[config.mk]
export PLATFORM = sky130hd
export DESIGN_NAME = moore_pulse_tx
export DESIGN_NICKNAME = d
export VERILOG_FILES = /design/src/rtl/moore_pulse_tx.sv
export SDC_FILE = /design/constraint.sdc
export NUM_CORES = 1
export LEC_CHECK = 0
export BUFFER_PORTS_ARGS = -buffer_cell sky130_fd_sc_hd__buf_2
export CORE_UTILIZATION = 26
export DETAILED_ROUTE_END_ITERATION = 16
export SLEW_MARGIN = 10
export SYNTH_ARGS = -nofsm -noshare
export SYNTH_HDL_FRONTEND = slang
export SYNTH_SLANG_ARGS = --single-unit
export TNS_END_PERCENT = 30
[constraint.sdc]
create_clock -name clock -period 2.88 [get_ports clock]
set_clock_uncertainty 0.2 [all_clocks]
set_input_delay 0.144 -clock clock [delete_from_list [all_inputs] [get_ports clock]]
set_output_delay 0.144 -clock clock [all_outputs]
set_load 0.01 [all_outputs]
[src/rtl/moore_pulse_tx.sv]
// moore_pulse_tx: shifts a parallel word out LSB-first on enable ticks,
// with a per-bit strobe and a running mod-3 count of transmitted ones.
// All outputs are registered; busy/done are derived from the next state
// so they line up with the state the FSM occupies after each edge.
module moore_pulse_tx #(
  parameter int WIDTH = 8
) (
  input  logic             clock,
  input  logic             reset_n,
  input  logic             enable,
  input  logic             start,
  input  logic [WIDTH-1:0] data,
  output logic             a,
  output logic             a_stb,
  output logic             busy,
  output logic             done,
  output logic [1:0]       ones_mod3
);

  localparam int CW = (WIDTH > 2) ? $clog2(WIDTH) : 1;

  typedef enum logic [1:0] {
    S_IDLE  = 2'd0,
    S_SHIFT = 2'd1,
    S_DONE  = 2'd2
  } state_e;

  state_e           state_q, state_d;
  logic [WIDTH-1:0] shreg_q, shreg_d;
  logic [CW-1:0]    cnt_q,   cnt_d;
  logic             a_q,     a_d;
  logic             stb_q,   stb_d;
  logic             busy_q,  busy_d;
  logic             done_q,  done_d;
  logic [1:0]       ones_q,  ones_d;

  // Next-state and registered-output logic.
  always_comb begin
    state_d = state_q;
    shreg_d = shreg_q;
    cnt_d   = cnt_q;
    a_d     = a_q;
    stb_d   = 1'b0;
    ones_d  = ones_q;
    case (state_q)
      S_IDLE: begin
        if (start) begin
          shreg_d = data;
          cnt_d   = '0;
          ones_d  = 2'd0;
          state_d = S_SHIFT;
        end
      end
      S_SHIFT: begin
        if (enable) begin
          a_d     = shreg_q[0];
          stb_d   = 1'b1;
          shreg_d = shreg_q >> 1;
          if (shreg_q[0]) begin
            ones_d = (ones_q == 2'd2) ? 2'd0 : ones_q + 2'd1;
          end
          cnt_d = cnt_q + CW'(1);
          if (cnt_q == CW'(WIDTH - 1)) begin
            state_d = S_DONE;
          end
        end
      end
      S_DONE: begin
        state_d = S_IDLE;
      end
      default: begin
        state_d = S_IDLE;
      end
    endcase
    busy_d = (state_d != S_IDLE);
    done_d = (state_d == S_DONE);
  end

  // State and output registers, asynchronously cleared.
  always_ff @(posedge clock or negedge reset_n) begin
    if (!reset_n) begin
      state_q <= S_IDLE;
      shreg_q <= '0;
      cnt_q   <= '0;
      a_q     <= 1'b0;
      stb_q   <= 1'b0;
      busy_q  <= 1'b0;
      done_q  <= 1'b0;
      ones_q  <= 2'd0;
    end else begin
      state_q <= state_d;
      shreg_q <= shreg_d;
      cnt_q   <= cnt_d;
      a_q     <= a_d;
      stb_q   <= stb_d;
      busy_q  <= busy_d;
      done_q  <= done_d;
      ones_q  <= ones_d;
    end
  end

  assign a         = a_q;
  assign a_stb     = stb_q;
  assign busy      = busy_q;
  assign done      = done_q;
  assign ones_mod3 = ones_q;

endmodule
# ---- Yosys cells after proc, flatten, opt, wreduce, memory -nomap -nowiden
# Index checks and enable logic that the tools add are counted.
dict set report totals {
  word_cells 40
  ff_bits 19
  out_inout_bits 6
  inputBits 12
}
dict set report op_classes {
  n_reduce_logical 6
  eq_ne 7
  mux 17
  addsub 2
}
# op count
set ops {}
lappend ops {{2-to-1 mux 8 bit} 2}
lappend ops {{one-hot mux 8 bit (2 select lines)} 1}
lappend ops {{2-to-1 mux 2 bit} 7}
lappend ops {{one-hot mux 2 bit (2 select lines)} 2}
lappend ops {{2-to-1 mux 3 bit} 2}
lappend ops {{inequality test 2 bit (second input constant)} 3}
lappend ops {{one-hot mux 3 bit (2 select lines)} 1}
lappend ops {{equality test 2 bit (second input constant)} 2}
lappend ops {{AND reduction 4 bit} 1}
lappend ops {{nonzero test 2 bit} 2}
lappend ops {{adder 3 x 1 -> 3 bit (second input constant)} 1}
lappend ops {{equality test 3 bit (second input constant)} 1}
lappend ops {{AND reduction 3 bit} 1}
lappend ops {{adder 2 x 1 -> 2 bit (second input constant)} 1}
lappend ops {{equality test 2 x 1 -> 1 bit (second input constant)} 1}
lappend ops {{zero test 2 bit} 1}
lappend ops {{2-to-1 mux 1 bit} 2}
lappend ops {{AND reduction 2 bit} 1}

# ---- Logic depth before layout (Yosys ltp)
dict set report depth {
  ltp_word 5
  depth_mapped 5
  mapped_depth_nobuf 4
}

# ---- Worst setup path before layout
# No wires, ideal clock.
dict set report synth_path {
  path_type {register -> register}
  startpoint {register state_q[0]}
  endpoint {register shreg_q[2]}
  setup_ns 0.125
  n_path_buf 2
  required_ns 2.555
  stages_incl_launch_ff 6
  arrival_ns 1.293
  slack_ns 1.263
  path_cell_list {dfrtp_1 -> buf_6 -> nor2b_4 -> buf_6 -> mux2_4 -> mux2_2}
}
dict set report synth_between {
  elab_chain_cells 3
  elab_cells_between_ends 7
  cone_classes {eq/ne (3); mux (1); reduce/logical (3)}
}
# item line
set synth_rtl {}
lappend synth_rtl {{start: declaration} 28} ;# state_e state_q, state_d;
lappend synth_rtl {{start signal: assignment} 91} ;# state_q <= state_d;
lappend synth_rtl {{equality test 2 x 1 -> 1 bit / zero test 2 bit (equally long branches)} 45} ;# case (state_q)
lappend synth_rtl {{inequality test 2 bit (no source line) / nonzero test 2 bit (equally long branches)} --}
lappend synth_rtl {{AND reduction 3 bit (no source line)} --}
lappend synth_rtl {{end signal: assignment} 92} ;# shreg_q <= shreg_d;
lappend synth_rtl {{end: declaration} 29} ;# logic [WIDTH-1:0] shreg_q, shreg_d;
# Several ways; a longest one is shown, not always the timed one.
# A chain may end at the register's enable or synchronous reset.

# ---- Worst setup path after layout
dict set report layout_path {
  startpoint {register state_q[0]}
  endpoint {register shreg_q[1]}
}
# Same word-level chain as after synthesis.

==> flow_summary_export.csv <==
group,metric,value,unit
critical_path,rrSetupSlack,0.98,ns
yosys,syn-instance-count,71,
critical_path,worstPathMaxFanout,12,
timing,slew_headroom,67.3,%
yosys,postSynth.asyncResetShare,100,%
floorplanning,coreArea,3390,um2
timing,worst_slew_pin_slew,0.490,ns
yosys,synth_xor_area_share,0,%
yosys,yosys_warnings,0,
critical_path,worst_setup_path_start_kind,"flip-flop",
finish,drive_gt1_share,41.1,%
floorplanning,initial_core_util,27.5,%
cts,cts_root_buffer,"clkbuf_4",
yosys,synth_area_leaders,"dfrtp_1 (51%), mux2_2 (12%), mux2_4 (8.1%)",
worst_hold_path,min_path_type,"primary input to flip-flop",
timing,slew_violations,0,
power,p_sw,0.000293,W
global_routing,grt_pass1_vias,639,
cts,cts.sinks,19,
yosys,synth_cell_types,25,
floorplanning,pin_count,18,
timing,finalSetupViolCount,0,
yosys,yosysTopAreaCell,"dfrtp_1",
global_routing,grt_pass1_wl,2760,um
timing,fin_setup_tns,0,ns
critical_path,crit_end,"shreg_q[1]",
cts,cts_tree,"built",
timing,max_freq,0.525,GHz
place,portBuffers,17,
cts,path_clk_slew,0.11,ns
finish,num-nets-final,110,
power,clkPwrFrac,14.5,%
yosys,synth_compound_area_share,9.14,%
route,num_vias,615,
yosys,synthTopCellsByCount,"dfrtp_1 (19), mux2_2 (10), o21ai_0 (6), mux2_4 (5), and3_1 (4)",
yosys,synth_top_family_by_area,"multiplexers",
yosys,syn_nets,85,
yosys,synth_fa_ha_area_share,2.69,%
finish,area_growth,21.8,%
yosys,netlist_area,931,um2
floorplanning,die_w,61.8,um
power,p_seq_share,46.6,%
global_routing,groute.usage.overall,9.86,%
cts,clockBufferDepth,2,
power,switching_share,32.0,%
route,wl_per_cell,11.6,um
route,drc,0,
cts,clk_latency,0.29,ns
global_routing,grt_max_degree,20,
yosys,synth-seq-area-share,51.1,%
cts,post-cts-setup-buffer-count,0,
floorplanning,dieArea,3820,um2
critical_path,worstRegToRegCells,3,
outcome,status,"finished, final reports clean",
yosys,synth_top_area_share,51.1,%
yosys,synthSimpleGateAreaFrac,10.8,%
critical_path,crit_required,2.87,ns
timing,hold_viol_final,0,
route,drtIter0Drc,11,
yosys,ys_ff_latch,19,
power,leakagePower,0.562,nW
run,maxCapViolations,0,
timing,holdWs,0.0126,ns
route,routed_wl,1640,um
critical_path,reg2reg_from,"state_q[0]",
route,drt_pass1_iterations,2,
floorplanning,rows,21,
yosys,synth_most_common_cell,"dfrtp_1",
finish,diodes,0,
critical_path,r2r-end,"shreg_q[1]",
place,dp_hpwl,1220,um
route,viasPerCell,4.36,
timing,finalCritPeriodShare,66.1,%
yosys,yosys-mux-area-fraction,22.6,%
cts,h-tree-depth,1,
timing,rsz0062_at_grt,"no",
global_routing,antenna_found_initial,0,
power,p_int,0.000621,W
critical_path,endpoint_kind,"flip-flop",
finish,utilization,33.4,%
cts,postCtsResizedCells,0,
yosys,synth-edff-count,0,
power,power.density,806,nW/um2
timing,fin_crit,1.90,ns
place,gp_congestion,0.783,
global_routing,overflow,0,
critical_path,crit_arrival,1.89,ns
critical_path,startpoint,"state_q[0]",
worst_hold_path,hold_start,"data[0]",
route,drtAntennaViolNets,0,
cts,numCtsBuffers,3,
floorplanning,fp.dieH,61.8,um
cts,holdBufCountCts,6,
yosys,syn_avg_cell_area,13.1,um2
critical_path,worstSetupPathType,"flip-flop to flip-flop",
power,pwr-share-comb,38.9,%
yosys,synthFlopType,"dfrtp_1",
power,ir_worst_vdd,0.294,mV
final cells by class:
type | count | area (um2)
sequential | 19 | 475
inverter | 2 | 7.51
fill | 335 | 2260
timing repair buffer | 23 | 145
tap | 46 | 57.6
clock buffer | 3 | 22.5
clock inverter | 1 | 5.00
multi-input combinational | 47 | 420
worst min path at each step:
stage / slack, ns / cells after the start / to
6_report: 0.01 / 3 / shreg_q[0]
5_1_grt: 0.003 / 3 / shreg_q[0]
4_1_cts: 0.002 / 3 / shreg_q[0]
3_5_place_dp: -0.09 / 1 / shreg_q[5]
3_3_place_gp: -0.1 / 1 / shreg_q[5]
2_1_floorplan: -0.35 / 0 / a
power groups by stage:
stage / Clock [W] / Sequential, W / Combinational [W]
4_1_cts: 0.000143 / 0.000427 / 0.000362
6_report: 0.000133 / 0.000426 / 0.000355
2_1_floorplan: 0 / 0.000417 / 0.000295
5_1_grt: 0.000150 / 0.000441 / 0.000399
3_5_place_dp: 0 / 0.000434 / 0.000355
3_3_place_gp: 0 / 0.000428 / 0.000344
logic make-up after synthesis:
kind of cell	count (synthesis)
mux	16
flops	19
compound gates	13
simple gates	16
buf+inv	5
fa+ha+maj	2
stage by stage:
stage / cell area, um2 / total power [W] / instances / setup WS (ns)
CTS: 1130 / 0.000933 / 141 / 0.965
finish: 1130 / 0.000914 / 141 / 0.976
global placement: 1050 / 0.000771 / 131 / 1.03
detailed placement: 1050 / 0.000790 / 131 / 0.973
global route: 1130 / 0.000989 / 141 / 0.889
floorplan: 931 / 0.000712 / 71 / 1.26
critical path, stage by stage, from the launching register on:
cell,delay [ns]
dfrtp_1,0.55
nor2b_4,0.42
mux2_2,0.37
mux2_2,0.26
layer usage:
layer	global-route usage (%)	up-vias	wire, um	share of wire (%)
met5	0	-	0	0
met4	1.90	0	0	0
met3	2.48	0	41	2.5
met2	16.7	10	850	52
met1	12.8	300	743	45
li1	-	305	-	-
placed cells by master (no fill, tap or decap), types with 2 or more instances in the layout:
cell	instances
and3_1	4
buf_2	17
clkbuf_4	3
dfrtp_1	19
dlygate4sd3_1	6
ha_1	2
inv_1	2
mux2_2	10
mux2_4	5
nand2_1	3
nor2_1	2
o21ai_0	6
o31ai_1	2
state kept, by name, summed over array words and instances (netlist names):
signal,count
a,1
a_stb,1
busy,1
cnt_q,3
done,1
ones_mod3,2
shreg_q,8
state_q,2
No activity file was read; power rests on OpenSTA's default activity.
